==> src/rtl/mdio_pkg.sv <==
// Shared MDIO definitions: frame codes, field sizes, FSM encoding and ID register indices.
// Used by both the target and the controller side of the management bus.
package mdio_pkg;

  localparam int REG_AW    = 5;
  localparam int REG_DW    = 16;
  localparam int REG_COUNT = 32;

  localparam logic [1:0] ST_CODE  = 2'b01;
  localparam logic [1:0] OP_WRITE = 2'b01;
  localparam logic [1:0] OP_READ  = 2'b10;

  // Last value of the shared bit counter in each counted phase.
  localparam logic [3:0] HDR_LAST  = 4'd11;
  localparam logic [3:0] TA_LAST   = 4'd1;
  localparam logic [3:0] DATA_LAST = 4'd15;

  localparam logic [REG_AW-1:0] REG_ID_HI = 5'd2;
  localparam logic [REG_AW-1:0] REG_ID_LO = 5'd3;

  typedef enum logic [2:0] {
    S_IDLE,
    S_START,
    S_HDR,
    S_TA,
    S_DATA
  } state_e;

  function automatic logic is_id_reg(input logic [REG_AW-1:0] addr);
    return (addr == REG_ID_HI) || (addr == REG_ID_LO);
  endfunction

endpackage

==> src/rtl/mdio_target_regfile.sv <==
// 32 x 16 management register file with read-only PHY identifier registers.
// Asynchronous read port; the write port silently ignores the ID registers.
module mdio_target_regfile
  import mdio_pkg::*;
#(
  parameter logic [15:0] PHY_ID_HI = 16'h0022,
  parameter logic [15:0] PHY_ID_LO = 16'h1560
) (
  input  logic              clk,
  input  logic              reset,
  input  logic              wr_en,
  input  logic [REG_AW-1:0] wr_addr,
  input  logic [REG_DW-1:0] wr_data,
  input  logic [REG_AW-1:0] rd_addr,
  output logic [REG_DW-1:0] rd_data
);

  logic [REG_DW-1:0] mem [REG_COUNT];

  // NOTE: this storage is reset because software expects zeroed registers after
  // reset; a plain RAM without reset would map to denser memory.
  always_ff @(posedge clk) begin
    if (reset) begin
      for (int i = 0; i < REG_COUNT; i++) mem[i] <= '0;
    end else if (wr_en && !is_id_reg(wr_addr)) begin
      mem[wr_addr] <= wr_data;
    end
  end

  always_comb begin
    rd_data = mem[rd_addr];
    if (rd_addr == REG_ID_HI) rd_data = PHY_ID_HI;
    if (rd_addr == REG_ID_LO) rd_data = PHY_ID_LO;
  end

endmodule

==> src/rtl/mdio_target.sv <==
// MDIO management target: decodes clause-22 style frames sampled on MDC rising
// edges (oversampled by clk), serves reads from the register file and commits writes.
module mdio_target
  import mdio_pkg::*;
#(
  parameter logic [15:0] PHY_ID_HI = 16'h0022,
  parameter logic [15:0] PHY_ID_LO = 16'h1560
) (
  input  logic        clk,
  input  logic        reset,
  input  logic        mdc,
  input  logic        mdio_in,
  input  logic [4:0]  phy_addr,
  output logic        mdio_out,
  output logic        mdio_oe,
  output logic        reg_wr,
  output logic [4:0]  reg_wr_addr,
  output logic [15:0] reg_wr_data,
  output logic        busy
);

  state_e state, state_nx;

  logic        mdc_q;
  logic        mdc_rise;
  logic [3:0]  cnt, cnt_nx;
  logic [10:0] hdr_sr, hdr_sr_nx;
  logic [11:0] hdr_full;
  logic [15:0] sr, sr_nx;
  logic        frame_rd, frame_rd_nx;
  logic        frame_wr, frame_wr_nx;
  logic [4:0]  regad, regad_nx;
  logic        addressed;
  logic        oe_nx, out_nx, wr_nx;
  logic [4:0]  wr_addr_nx;
  logic [15:0] wr_data_nx;
  logic [15:0] rf_rdata;

  assign mdc_rise  = mdc & ~mdc_q;
  assign hdr_full  = {hdr_sr, mdio_in};
  assign addressed = (hdr_full[9:5] == phy_addr) &&
                     ((hdr_full[11:10] == OP_READ) || (hdr_full[11:10] == OP_WRITE));
  assign busy      = (state != S_IDLE);

  // NOTE: every register here uses <= so all flops update together from
  // pre-edge values; blocking assignments would create order-dependent logic.
  always_ff @(posedge clk) begin
    if (reset) begin
      state       <= S_IDLE;
      mdc_q       <= 1'b0;
      cnt         <= '0;
      hdr_sr      <= '0;
      sr          <= '0;
      frame_rd    <= 1'b0;
      frame_wr    <= 1'b0;
      regad       <= '0;
      mdio_oe     <= 1'b0;
      mdio_out    <= 1'b0;
      reg_wr      <= 1'b0;
      reg_wr_addr <= '0;
      reg_wr_data <= '0;
    end else begin
      state       <= state_nx;
      mdc_q       <= mdc;
      cnt         <= cnt_nx;
      hdr_sr      <= hdr_sr_nx;
      sr          <= sr_nx;
      frame_rd    <= frame_rd_nx;
      frame_wr    <= frame_wr_nx;
      regad       <= regad_nx;
      mdio_oe     <= oe_nx;
      mdio_out    <= out_nx;
      reg_wr      <= wr_nx;
      reg_wr_addr <= wr_addr_nx;
      reg_wr_data <= wr_data_nx;
    end
  end

  always_comb begin
    state_nx = state;
    if (mdc_rise) begin
      case (state)
        S_IDLE:  if (mdio_in == ST_CODE[1]) state_nx = S_START;
        S_START: if (mdio_in == ST_CODE[0]) state_nx = S_HDR;
        S_HDR:   if (cnt == HDR_LAST)       state_nx = S_TA;
        S_TA:    if (cnt == TA_LAST)        state_nx = S_DATA;
        S_DATA:  if (cnt == DATA_LAST)      state_nx = S_IDLE;
        default:                            state_nx = S_IDLE;
      endcase
    end
  end

  // NOTE: each variable gets a hold value first so no path leaves it unassigned,
  // which would otherwise infer a latch.
  always_comb begin
    cnt_nx      = cnt;
    hdr_sr_nx   = hdr_sr;
    sr_nx       = sr;
    frame_rd_nx = frame_rd;
    frame_wr_nx = frame_wr;
    regad_nx    = regad;
    oe_nx       = mdio_oe;
    out_nx      = mdio_out;
    wr_nx       = 1'b0;
    wr_addr_nx  = reg_wr_addr;
    wr_data_nx  = reg_wr_data;
    if (mdc_rise) begin
      case (state)
        S_IDLE: begin
          // The first edge after a read frame releases the line.
          oe_nx  = 1'b0;
          out_nx = 1'b0;
          cnt_nx = '0;
        end
        S_START: cnt_nx = '0;
        S_HDR: begin
          hdr_sr_nx = hdr_full[10:0];
          cnt_nx    = cnt + 4'd1;
          if (cnt == HDR_LAST) begin
            cnt_nx      = '0;
            frame_rd_nx = addressed && (hdr_full[11:10] == OP_READ);
            frame_wr_nx = addressed && (hdr_full[11:10] == OP_WRITE);
            regad_nx    = hdr_full[4:0];
            sr_nx       = rf_rdata;
          end
        end
        S_TA: begin
          cnt_nx = cnt + 4'd1;
          if (cnt == TA_LAST) begin
            cnt_nx = '0;
            if (frame_rd) begin
              oe_nx  = 1'b1;
              out_nx = 1'b0;
            end
          end
        end
        S_DATA: begin
          cnt_nx = cnt + 4'd1;
          if (frame_rd) begin
            out_nx = sr[15];
            sr_nx  = {sr[14:0], 1'b0};
          end else begin
            sr_nx  = {sr[14:0], mdio_in};
          end
          if (cnt == DATA_LAST) begin
            cnt_nx = '0;
            if (frame_wr && !is_id_reg(regad)) begin
              wr_nx      = 1'b1;
              wr_addr_nx = regad;
              wr_data_nx = {sr[14:0], mdio_in};
            end
          end
        end
        default: cnt_nx = '0;
      endcase
    end
  end

  // Storage is written from the next-state values so it updates with the reg_wr pulse.
  mdio_target_regfile #(
    .PHY_ID_HI (PHY_ID_HI),
    .PHY_ID_LO (PHY_ID_LO)
  ) u_regfile (
    .clk     (clk),
    .reset   (reset),
    .wr_en   (wr_nx),
    .wr_addr (wr_addr_nx),
    .wr_data (wr_data_nx),
    .rd_addr (hdr_full[4:0]),
    .rd_data (rf_rdata)
  );

endmodule

==> config.mk <==
export PLATFORM = sky130hd
export DESIGN_NAME = mdio_target
export DESIGN_NICKNAME = d
export VERILOG_FILES = /design/src/rtl/mdio_pkg.sv /design/src/rtl/mdio_target_regfile.sv /design/src/rtl/mdio_target.sv
export SDC_FILE = /design/constraint.sdc
export NUM_CORES = 1
export LEC_CHECK = 0
export ABC_AREA = 1
export CORE_ASPECT_RATIO = 1.5
export CORE_MARGIN = 5
export CORE_UTILIZATION = 35
export DETAILED_ROUTE_END_ITERATION = 7
export GPL_TIMING_DRIVEN = 0
export HOLD_SLACK_MARGIN = 0.02
export SETUP_SLACK_MARGIN = 0.4
export SYNTH_ARGS = -nofsm -noshare
export SYNTH_HDL_FRONTEND = slang
export SYNTH_HIERARCHICAL = 1
export SYNTH_SLANG_ARGS = --single-unit
==> constraint.sdc <==
create_clock -name clk -period 9.2 [get_ports clk]
set_input_delay 0.92 -clock clk [delete_from_list [all_inputs] [get_ports clk]]
set_output_delay 0.92 -clock clk [all_outputs]
set_load 0.03 [all_outputs]
==> key figures <==
Critical path
  • Worst Setup End Kind: flop
  • Worst Reg-to-Reg Cells: 18
  • Reg2reg start: cnt[0]
  • Buffer and inverter count on the worst path: 8
  • Critical-path cell list: clkdlybuf4s50_1, inv_2, nor2_4, inv_2, nor2_4, nand3_4, buf_6, o21ai_1, inv_1, nor3_1, nand2_1, nand2_1, inv_1, nand2_1, inv_2, nand2_2, buf_4, nand2_1
  • Worst path slowest cell: nand2_1
  • Startpoint Class: primary input
  • Worst Path Arrival: 5180 ps
  • WP data required: 9270 ps
  • Cell family with the largest share of critical-path delay: simple AND/OR/NAND/NOR gates
  • Cell mode on critical path: nand2_1
  • Max FO, Critical Path: 16
  • Worst R2R End: u_regfile/mem[24][10]
  • Setup CP Type: primary input to flop
  • Worst reg2reg setup slack: 4300 ps
  • Critical Path Max Stage Delay: 730 ps

GRT
  • Met2 Use GR: 44.1%
  • Initial antenna violation count: 2
  • Vias in the first global route: 20700
  • Grt met1 use: 28.3%
  • GR peak layer: met2
  • Largest net degree at the start of global routing: 17
  • Grt ovf: 0
  • Total GRT Usage: 26.5%
  • Met3 usage: 5.30%
  • Global-route wire length before repair: 154000 um

Routing
  • First DRT Iteration DRCs: 2660
  • DR WL/cell: 27.5 um
  • Final wirelength: 113000 um
  • Drt first pass iters: 6
  • Antenna viol nets, final: 0
  • Vias per inst: 5.42
  • Post-route DRC: 0
  • Vias: 22200

Place
  • Buffers on Ports: 33
  • Final Wtd Congestion: 1.05
  • Hpwl dp: 78000 um

Floorplanning
  • Core Area: 0.0759 sq mm
  • Cell Rows: 124
  • Starting density of the core: 35.1%
  • Die area: 0.0818 sq mm
  • Die Wd: 235 um
  • Die H: 348 um
  • Top-Level Pins: 34

Logic synthesis
  • Number of synthesized flops with an enable pin: 512
  • Synth top area share: 57.7%
  • Register area share after synthesis: 62.7%
  • Synth Flop Type: edfxtp_1
  • Yosys cell types: 37
  • Largest area contributor in the netlist: edfxtp_1
  • Yosys reg bits: 578
  • Mapped Area: 0.0266 sq mm
  • Mapped Avg Cell Area: 9.09 sq um
  • Fraction of synthesis flops using an asynchronous set or reset pin: 0%
  • Yosys warnings: 6
  • Top cells by area, synth: edfxtp_1 (58%), nor2_1 (11%), nand2_1 (9.0%)
  • Synth Instances: 2929

Power
  • P_int: 4.24 mW
  • Leak: 11.3 nW
  • Reg power frac: 51.8%
  • Power Dens Cells: 194 mW/mm^2
  • Peak supply drop: 0.124 mV
  • Clk pwr share: 37.1%
  • Net Switching: 1.57 mW
  • Switching Share: 27.0%
  • Comb power frac: 11.1%

Clock network
  • Clk_lat worst skew: 640 ps
  • CTS Root Cell: clkbuf_16
  • Hold_buf cts: 0
  • Post-CTS setup buffers: 0
  • H-tree depth: 2
  • Post-cts sizing count: 0
  • Clock transition at path regs: 70 ps
  • Inserted Clock Buffers: 53
  • CTS tree: yes
  • CTS Sinks: 578
  • Clock buffer depth: 3

Timing
  • Final hold vios: 0
  • Unrepaired setup endpoints after global routing: no
  • Slew Limit Fails: 0
  • Max-slew headroom: 0.849%
  • Skew final: 21.0 ps
  • Tcrit/Tclk final: 55.5%
  • Post-route setup TNS: 0 ps
  • Fin crit period: 5100 ps
  • Slew of the pin with the lowest slew margin: 1490 ps
  • Peak Freq: 0.196 GHz
  • Final setup vio count: 0

Flow run
  • Max-cap violations: 0

Hold path
  • Hold_sp: regad[4]
  • Hold Crit Depth: 2
  • Worst min-delay path class: flop to flop
  • Hold endpoint: regad[4]

Cells and area
  • Nets@finish: 3061
  • Share of layout cells above drive strength 1: 7.45%
  • Final core occ: 39.5%
  • Area grow syn2layout: 12.5%

Run status
  • Run status: finished, final reports clean
registers in the layout (all words and copies together), names as in the netlist:
name	flops
cnt	4
frame_rd	1
frame_wr	1
hdr_sr	11
mdc_q	1
mdio_oe	1
mdio_out	1
reg_wr	1
reg_wr_addr	5
reg_wr_data	16
regad	5
sr	16
state	3
u_regfile/mem	512
cell type report:
type                       count  area, sq um
multi-input combinational   1927         8160
fill                        7571        45900
buffer                       193          905
antenna                        2         5.00
tap                         1008         1260
sequential                   578        16700
inverter                     262          991
timing repair buffer          33          330
clock inverter                23          123
clock buffer                  71         1490
worst max-delay path by stage:
stage	from	end	slack, ps	cells past startpoint
2_1_floorplan	mdc	u_regfile/mem[12][0]	5640	17
3_3_place_gp	mdc	u_regfile/mem[24][0]	3670	18
4_1_cts	mdc	u_regfile/mem[24][2]	4260	18
6_report	mdc	u_regfile/mem[24][10]	4100	18
3_5_place_dp	mdc	u_regfile/mem[24][0]	3640	18
5_1_grt	mdc	u_regfile/mem[24][10]	4010	18
stage by stage:
stage,worst slack (ps),area (sq um),power [mW],hold slack [ps],cells
after floorplan,5640,26700,3.38,444,2960
after global placement,3670,28300,3.68,458,4001
after detailed placement,3640,28300,3.68,470,4001
after CTS,4260,30000,5.79,481,4095
after global routing,4010,30000,5.95,516,4095
final,4100,30000,5.81,479,4097
layer usage:
layer,part of all wire (%),routed length (um),vias up
li1,-,-,9663
met1,32,35600,10500
met2,46,52100,1487
met3,10,11500,550
met4,12,13300,2
met5,0.012,13,-
layout by cell type (no fill, tap or decap), types with 10 or more instances in the layout:
master	instances
a21oi_1	30
nor2_1	756
nand2_2	31
clkbuf_1	101
o21ai_1	22
clkdlybuf4s50_1	33
inv_1	252
buf_4	18
o21ai_0	78
nand3_1	207
clkinv_2	10
edfxtp_1	512
or2_2	15
nor2_2	16
conb_1	32
buf_2	53
dfxtp_1	66
nand4_1	63
clkbuf_16	56
nand2_1	638
buf_1	26
synthesized netlist by cell type, drive strengths merged (3+ instances only):
| master | n |
|---|---|
| nand2 | 672 |
| clkbuf | 89 |
| or2 | 15 |
| nor2 | 775 |
| o21ai | 100 |
| nand4 | 63 |
| buf | 104 |
| inv | 261 |
| o211ai | 4 |
| dfxtp | 66 |
| nand3b | 4 |
| nor3 | 9 |
| edfxtp | 512 |
| nand3 | 208 |
| o2bb2ai | 3 |
| ha | 4 |
| a21oi | 30 |
worst min-delay path: cells and delay by family (launching register included):
family,cells,cell delay [ps]
DFF,1,320
AOI/OAI and AO/OA,1,60
buffers and inverters,1,60
power by group through the flow:
| stage | clock network [mW] | logic [mW] | registers (mW) |
|---|---|---|---|
| after floorplan | 0 | 0.331 | 3.05 |
| after global placement | 0 | 0.611 | 3.06 |
| after detailed placement | 0 | 0.612 | 3.07 |
| after CTS | 2.17 | 0.615 | 3.01 |
| after global routing | 2.26 | 0.661 | 3.02 |
| final | 2.15 | 0.642 | 3.01 |
cells by family after synthesis:
logic type,synth area share (%)
xor gates and xnor gates,0.0987
adders and majority gates,0.188
and+or+nand+nor,27.1
DFF,62.7
AOI/OAI and AO/OA,2.79
other,0.0141
buffers and inverters,7.11
No activity file was read; power rests on OpenSTA's default activity.
